===== src/rtl/branch_redirect_ctrl_pkg.sv =====
// Shared encodings and helpers for the EX-stage branch redirect controller.
// Imported by the controller top and its performance counter.
package branch_redirect_ctrl_pkg;

   typedef enum logic [1:0] {
      ST_IDLE  = 2'd0,
      ST_PEND  = 2'd1,
      ST_FLUSH = 2'd2
   } redirect_state_e;

   localparam logic [31:0] JALR_LSB_MASK = 32'hFFFF_FFFE;
   localparam int unsigned FLUSH_CNT_W   = 2;

   // JALR targets have bit 0 cleared; every other transfer keeps its target.
   function automatic logic [31:0] capture_target(input logic [31:0] tgt,
                                                  input logic        jalr);
      logic [31:0] res;
      if (jalr) begin
         res = tgt & JALR_LSB_MASK;
      end else begin
         res = tgt;
      end
      return res;
   endfunction

endpackage


===== src/rtl/branch_redirect_ctrl_perf_counter.sv =====
// Enable-increment wrapping event counter used for taken control transfers.
// Wraps from all-ones to zero.
module branch_perf_counter
   import branch_redirect_ctrl_pkg::*;
#(
   parameter int unsigned WIDTH = 32
) (
   input  logic             clk,
   input  logic             reset_n,
   input  logic             en,
   output logic [WIDTH-1:0] count
);

   localparam logic [WIDTH-1:0] ONE = {{(WIDTH-1){1'b0}}, 1'b1};

   // count register, increments once per enabled cycle
   always_ff @(posedge clk or negedge reset_n) begin
      if (!reset_n) begin
         count <= {WIDTH{1'b0}};
      end else if (en) begin
         count <= count + ONE;
      end
   end

endmodule


===== src/rtl/branch_redirect_ctrl.sv =====
// EX-stage branch/jump redirect controller: captures the taken target, holds it
// across stalls, and drives a registered PC redirect plus front-end flush window.
module branch_redirect_ctrl
   import branch_redirect_ctrl_pkg::*;
#(
   parameter int unsigned FLUSH_CYCLES = 1
) (
   input  logic        clk,
   input  logic        reset_n,
   input  logic        ex_valid,
   input  logic        branch_taken,
   input  logic [31:0] target,
   input  logic        is_jalr,
   input  logic        stall,
   output logic        pc_sel,
   output logic [31:0] redirect_pc,
   output logic        target_misaligned,
   output logic        flush_if_id,
   output logic        flush_id_ex,
   output logic        busy,
   output logic [31:0] taken_count
);

   localparam logic [FLUSH_CNT_W-1:0] FLUSH_LOAD = FLUSH_CNT_W'(FLUSH_CYCLES);

   redirect_state_e         state_r, state_s;
   logic [FLUSH_CNT_W-1:0]  cnt_r, cnt_s;
   logic                    first_r, first_s;
   logic [31:0]             rpc_s;
   logic                    accept_s;

   // next-state, flush countdown and target capture
   always_comb begin
      state_s  = state_r;
      cnt_s    = cnt_r;
      first_s  = first_r;
      rpc_s    = redirect_pc;
      accept_s = 1'b0;
      case (state_r)
         ST_IDLE: begin
            if (ex_valid && branch_taken) begin
               accept_s = 1'b1;
               rpc_s    = capture_target(target, is_jalr);
               if (stall) begin
                  state_s = ST_PEND;
               end else begin
                  state_s = ST_FLUSH;
                  cnt_s   = FLUSH_LOAD;
                  first_s = 1'b1;
               end
            end else begin
               first_s = 1'b0;
            end
         end
         ST_PEND: begin
            if (!stall) begin
               state_s = ST_FLUSH;
               cnt_s   = FLUSH_LOAD;
               first_s = 1'b1;
            end else begin
               first_s = 1'b0;
            end
         end
         ST_FLUSH: begin
            // a stalled flush cycle is frozen, including the pc_sel pulse
            if (!stall) begin
               first_s = 1'b0;
               if (cnt_r == {{(FLUSH_CNT_W-1){1'b0}}, 1'b1}) begin
                  state_s = ST_IDLE;
               end else begin
                  cnt_s = cnt_r - {{(FLUSH_CNT_W-1){1'b0}}, 1'b1};
               end
            end else begin
               first_s = first_r;
            end
         end
         default: begin
            state_s = ST_IDLE;
            first_s = 1'b0;
         end
      endcase
   end

   // state, counter and registered outputs decoded from the next state
   always_ff @(posedge clk or negedge reset_n) begin
      if (!reset_n) begin
         state_r           <= ST_IDLE;
         cnt_r             <= {FLUSH_CNT_W{1'b0}};
         first_r           <= 1'b0;
         redirect_pc       <= 32'h0000_0000;
         pc_sel            <= 1'b0;
         target_misaligned <= 1'b0;
         flush_if_id       <= 1'b0;
         flush_id_ex       <= 1'b0;
         busy              <= 1'b0;
      end else begin
         state_r           <= state_s;
         cnt_r             <= cnt_s;
         first_r           <= first_s;
         redirect_pc       <= rpc_s;
         pc_sel            <= first_s;
         target_misaligned <= first_s & rpc_s[1];
         flush_if_id       <= (state_s == ST_FLUSH);
         flush_id_ex       <= (state_s == ST_FLUSH);
         busy              <= (state_s != ST_IDLE);
      end
   end

   branch_perf_counter #(
      .WIDTH (32)
   ) u_taken_cnt (
      .clk     (clk),
      .reset_n (reset_n),
      .en      (accept_s),
      .count   (taken_count)
   );

endmodule


===== config.mk =====
export PLATFORM = sky130hd
export DESIGN_NAME = branch_redirect_ctrl
export DESIGN_NICKNAME = d
export VERILOG_FILES = /design/src/rtl/branch_redirect_ctrl_pkg.sv /design/src/rtl/branch_redirect_ctrl_perf_counter.sv /design/src/rtl/branch_redirect_ctrl.sv
export SDC_FILE = /design/constraint.sdc
export NUM_CORES = 1
export LEC_CHECK = 0
export ABC_AREA = 1
export CAP_MARGIN = 30
export CORE_ASPECT_RATIO = 0.7
export CORE_UTILIZATION = 48
export CTS_BUF_LIST = sky130_fd_sc_hd__clkbuf_4
export DETAILED_ROUTE_END_ITERATION = 16
export GPL_TIMING_DRIVEN = 0
export PLACE_DENSITY = 0.84
export SLEW_MARGIN = 20
export SYNTH_ARGS = -nofsm -noshare
export SYNTH_HDL_FRONTEND = slang
export SYNTH_SLANG_ARGS = --single-unit

===== constraint.sdc =====
create_clock -name clk -period 1.7 [get_ports clk]
set_clock_uncertainty 0.05 [all_clocks]
set_input_delay 0.34 -clock clk [delete_from_list [all_inputs] [get_ports clk]]
set_output_delay 0.34 -clock clk [all_outputs]
set_load 0.005 [all_outputs]

[After elaboration in Yosys (flattened, before gate mapping)]
Index checks and enable logic that the tools add are counted.
Storage, ports and cells
  register bits after elaboration: 72
  input bits: 38
  output and inout port bits: 69
  word-level logic and storage cells: 46
Operators by class
  add/sub/neg operators: 2
  equality and inequality tests: 7
  mux-type cells: 21
  bitwise operators: 1
  reductions and logical operators: 6
Operators with widths (count)
  adder 32 x 1 -> 32 bit, second input constant: 1
  2-to-1 mux 2 bit: 11
  case mux 2 bit (3 select lines): 2
  2-to-1 mux 1 bit: 7
  inequality test 2 bit, second input constant: 3
  == test 2 x 1 -> 1 bit, second input constant: 2
  == test 2 bit, second input constant: 2
  AND reduction 4 bit: 1
  case mux 1 bit (3 select lines): 1
  nonzero test 3 bit: 1
  zero test 2 bit: 1
  AND reduction 2 bit: 1
  nonzero test 2 bit: 1
  subtractor 2 x 1 -> 2 bit, second input constant: 1
  AND 1 bit: 1
  logical AND 1 bit: 1

[Logic depth before layout (Yosys ltp)]
Gate-level depths: netlist (run 1).
  word-level depth: 5
  mapped depth: 9
  gate-level depth less buffers: 9

[Hierarchy]
Synthesis (run 1) repeated with hierarchy kept, for this count alone.
Second synthesis, totals
  cells, all modules: 424
  area total of the unflattened synthesis: 3473.3 um^2
By module, submodules not included
  branch_perf_counter: times used 1, cells an instance 229, area each 1761.7 um^2, sequential area each 800.8 um^2
  branch_redirect_ctrl: times used 1, cells an instance 195, area each 1711.6 um^2, sequential area each 1001.0 um^2

[Least setup slack after synthesis (run 1)]
No wires, ideal clock.
  path kind: register -> register
  from: reg u_taken_cnt.count[0]
  to: reg u_taken_cnt.count[24]
  library setup time: 117 ps
  data arrival time: 1307 ps
  data required time: 1533 ps
  path slack: 226 ps
  stages on the path, launching flop included: 9
  path buffers: 0
  period minus slack after synthesis: 1474 ps
  path through: dfrtp_1 -> ha_1 -> inv_1 -> nor2_1 -> nand3_1 -> nor2_2 -> nand3_1 -> nand2_1 -> nand2_1
Between the ends
  cells in the longest elaborated chain, start to end: 1
RTL lines
  start: declaration: RTL line branch_redirect_ctrl_perf_counter.sv:11  | output logic [WIDTH-1:0] count
  start signal: assignment: RTL line branch_redirect_ctrl_perf_counter.sv:19  | count <= {WIDTH{1'b0}};
  start signal: assignment: RTL line branch_redirect_ctrl_perf_counter.sv:21  | count <= count + ONE;
  adder 32 x 1 -> 32 bit: RTL line branch_redirect_ctrl_perf_counter.sv:21
Every way passes these cells.
A chain may end at the register's enable or synchronous reset.

[Worst setup path after layout (run 1)]
  from: reg target_misaligned
  to: out target_misaligned
RTL lines
  start: declaration: RTL line branch_redirect_ctrl.sv:17  | output logic target_misaligned,
  start signal: assignment: RTL line branch_redirect_ctrl.sv:102  | target_misaligned <= first_s & rpc_s[1];
No word-level cell between the ends.

==> results of run 1 <==
worst min-delay path by stage:
stage                     from               to  cells past startpoint  slack (ps)
2_1_floorplan          reset_n             busy                      0          -6
3_3_place_gp   redirect_pc[13]  redirect_pc[13]                      2         400
3_5_place_dp           reset_n  redirect_pc[16]                      1         250
4_1_cts                reset_n  redirect_pc[16]                      2         320
5_1_grt                reset_n  redirect_pc[16]                      2         330
6_report               reset_n  redirect_pc[16]                      2         320
repair_timing:
item	in CTS	in global routing
endpoints found under the setup margin	65	42
setup buffers	34	6
gates resized for setup	51	32
pin swaps	0	5
cloned	0	0
hold endpoints to repair	29	0
hold buffers	1	0
flip-flops by register name, indices dropped and copies added, names as in the netlist:
signal,cells
cnt_r,2
target_misaligned,1
state_r,2
busy,1
u_taken_cnt.count,32
flush_id_ex,1
redirect_pc,32
first_r,1
routing by layer:
layer	wire length, um	part of all wire	vias up
li1	-	-	1578
met3	744	0.087	10
met4	102	0.012	0
met5	0	0	-
met1	3650	0.43	1495
met2	4030	0.47	112
where the power goes:
group          switching [W]  leakage [nW]  internal (W)
sequential          0.000279         0.922       0.00218
clock               0.000600        0.0575      0.000307
combinational       0.000856          1.94      0.000985
total                0.00174          2.92       0.00347
final cells by class:
class / count / area, um2 / area share
buffer: 8 / 43.8 / 0.00876
clock buffer: 10 / 75.1 / 0.0150
clock inverter: 6 / 36.3 / 0.00726
inverter: 40 / 150 / 0.0300
multi-input combinational: 286 / 1390 / 0.279
sequential: 72 / 1810 / 0.361
tap: 94 / 118 / 0.0235
timing repair buffer: 148 / 1380 / 0.275
synth_stat cells, drive strengths merged (2+ instances only):
| cell | n |
|---|---|
| clkbuf | 3 |
| o21ai | 4 |
| nand2 | 178 |
| nor2 | 31 |
| dfrtp | 72 |
| nor3 | 8 |
| buf | 5 |
| nand3b | 10 |
| xor2 | 9 |
| nand4 | 6 |
| a22oi | 2 |
| inv | 40 |
| nand3 | 22 |
| a21oi | 2 |
| xnor2 | 8 |
| ha | 2 |
metrics by stage:
stage               hold WS (ps)  setup slack, ps  instances  TNS [ps]
detailed placement           247             -326        607    -12770
global route                 332            -24.2        664     -32.1
floorplan                  -5.59              226        406         0
global placement             403            -2180        606   -166770
CTS                          317           0.0596        658         0
finish                       319             67.2        664         0
cells by family (layout without fill, tap and decap cells):
group	after synthesis	in the layout	share of synthesized area
AOI/OAI and AO/OA	8	8	0.0135
xor gates and xnor gates	17	17	0.0445
adders and majority gates	2	2	0.00748
buffers and inverters	48	212	0.0573
DFF	72	72	0.539
and+or+nand+nor	259	259	0.338
==> summary.txt, run 1 <==
Run status
  • Status: completed

Floorplan
  • Core Area: 0.00676 mm2
  • Die span in y: 71.8 um
  • Total I/O pin count: 107
  • Total die area: 0.00731 mm2
  • Die W: 102 um
  • Effective utilization at floorplan: 0.495
  • Num rows: 25

Global route
  • Via count of the first global-routing pass: 3184
  • GR Overflow Total: 0
  • Number of antenna violations at the first check in global routing: 0
  • Global-route wire length before repair: 14.0 mm
  • Met2 layer usage reported by global route: 0.411
  • Highest-utilization routing layer at the global route stage: met2
  • Combined global-route utilization of all metal layers: 0.251
  • Met1 routing resource usage after global routing: 0.307
  • Maximum number of pins on one net before global-route repair: 44
  • Met3 capacity usage during global routing: 0.0976

Finish
  • Total of fill cells in the finished design: 519
  • Most common cell after layout, fill and taps aside: sky130_fd_sc_hd__nand2_1
  • Ant diodes: 0
  • Share of cells above drive strength 1: 0.151
  • Highest-count cells in the layout ignoring fill and taps: sky130_fd_sc_hd__nand2_1 (177), sky130_fd_sc_hd__dfrtp_1 (69), sky130_fd_sc_hd__dlygate4sd2_1 (48), sky130_fd_sc_hd__buf_4 (43)
  • Nets: 605
  • Final design utilization: 0.740
  • Area added between synthesis and finish: 49.5%
  • Final standard cell area without fillers: 0.00500 mm2

Detailed routing
  • Ratio of routed vias to standard cells: 4.81
  • Number of vias after detailed routing: 3195
  • First-pass DRT Iterations: 5
  • WL per Instance: 12.9 um
  • Post-Route WL: 8.53 mm
  • ANT nets after route: 0
  • # DRC: 0
  • 1st-iter DRT viols: 154

Clock network
  • # H-tree levels: 3
  • Worst-case clock buffer depth: 2
  • TritonCTS clock tree: built
  • Number of CTS-inserted buffers: 9
  • Clock tree root driver cell: sky130_fd_sc_hd__clkbuf_4
  • Clock sink count: 72
  • Clock latency at the later pin of the worst-skew pair: 420 ps
  • Worst-path clk slew: 120 ps

STA
  • Number of failing hold endpoints at the final stage: 0
  • Period Utilization, post-route: 0.960
  • Fin. max-slew vios: 0
  • RSZ-0062 raised after global routing: true
  • Actual slew at the worst max-slew pin: 424 ps
  • Time the worst path needs with I/O delays and setup: 1630 ps
  • Final setup violation count: 0
  • Peak Freq: 0.612 GHz
  • Remaining max-slew budget at the tightest pin: 0.717

Setup path
  • Source of the critical timing path: target_misaligned
  • Setup CP Type: register to output pin
  • Setup slack on the worst flop-to-flop path: 80 ps
  • Required time at the endpoint of the critical path: 1310 ps
  • Capturing point of the worst reg2reg path: u_taken_cnt.count[30]
  • Critical path buffer and inverter count: 1
  • Critical path capture point type: output pin
  • Cell at the slowest stage of the critical path: sky130_fd_sc_hd__clkdlybuf4s50_1
  • Capturing instance or port of the critical path: target_misaligned
  • Worst Reg2Reg Path Length in Cells: 8
  • Critical register-to-register path startpoint: u_taken_cnt.count[1]
  • Ordered cell list for the critical path: clkdlybuf4s50_1
  • Type of origin of the critical path: register
  • Arrival time reported for the critical path endpoint: 1240 ps
  • Critical path depth: 1
  • Slowest Stage Delay on Critical Path: 490 ps
  • Crit path max-delay family: buffers and inverters
  • Max Fanout on Critical Path: 1

Place
  • Post-DP Area: 0.00454 mm2
  • Number of I/O port buffers: 106
  • Post-detail-place hpwl: 5.88 mm
  • Weighted congestion at the end of routability-driven global placement: 0.810

Synth
  • Cell count after synthesis: 406
  • Mapped Avg Cell Area: 8.23 um2
  • Most instantiated flip-flop cell in the synthesis netlist: sky130_fd_sc_hd__dfrtp_1
  • Proportion of synthesized chip area in sequential cells: 0.539
  • Unique masters post-synth: 27
  • Post-synthesis async set-or-reset flop share: 1.00
  • Total standard cell area after synthesis: 0.00334 mm2
  • Top-area cell type share of the netlist area: 0.539
  • Count of flip-flops with a built-in enable after synthesis: 0
  • Warnings, synthesis: 0
  • Number of register bits inferred by synthesis: 72
  • Area leader, netlist: sky130_fd_sc_hd__dfrtp_1
  • Largest cells by area after synthesis: sky130_fd_sc_hd__dfrtp_1 (54%), sky130_fd_sc_hd__nand2_1 (20%), sky130_fd_sc_hd__inv_1 (4.3%)
  • Synthesized net count: 446

Power
  • Highest ir drop seen on vdd: 0.763 mV
  • Total power per unit cell area: 1040 mW/mm2
  • Tot Pwr: 0.00520 W
  • Leakage dissipation: 2.92 nW

Job
  • Max cap viols: 0

Worst hold path
  • Path category of the worst min-delay check: input pin to asynchronous set/reset pin
Power figures use the tool's default switching activity.
==> run 2: changes to the inputs <==
--- a/config.mk
+++ b/config.mk
@@ -11,6 +11,7 @@
 export CORE_UTILIZATION = 48
 export CTS_BUF_LIST = sky130_fd_sc_hd__clkbuf_4
 export DETAILED_ROUTE_END_ITERATION = 16
+export GPL_ROUTABILITY_DRIVEN = 0
 export GPL_TIMING_DRIVEN = 0
 export PLACE_DENSITY = 0.84
 export SLEW_MARGIN = 20
==> results of run 2 <==
The final DEF is identical to that of run 1; final timing and power are the same.
==> run 3: changes to the inputs <==
--- a/config.mk
+++ b/config.mk
@@ -13,6 +13,7 @@
 export DETAILED_ROUTE_END_ITERATION = 16
 export GPL_ROUTABILITY_DRIVEN = 0
 export GPL_TIMING_DRIVEN = 0
+export HOLD_SLACK_MARGIN = 0.1
 export PLACE_DENSITY = 0.84
 export SLEW_MARGIN = 20
 export SYNTH_ARGS = -nofsm -noshare
==> results of run 3 <==
The final DEF is identical to that of run 1; final timing and power are the same.
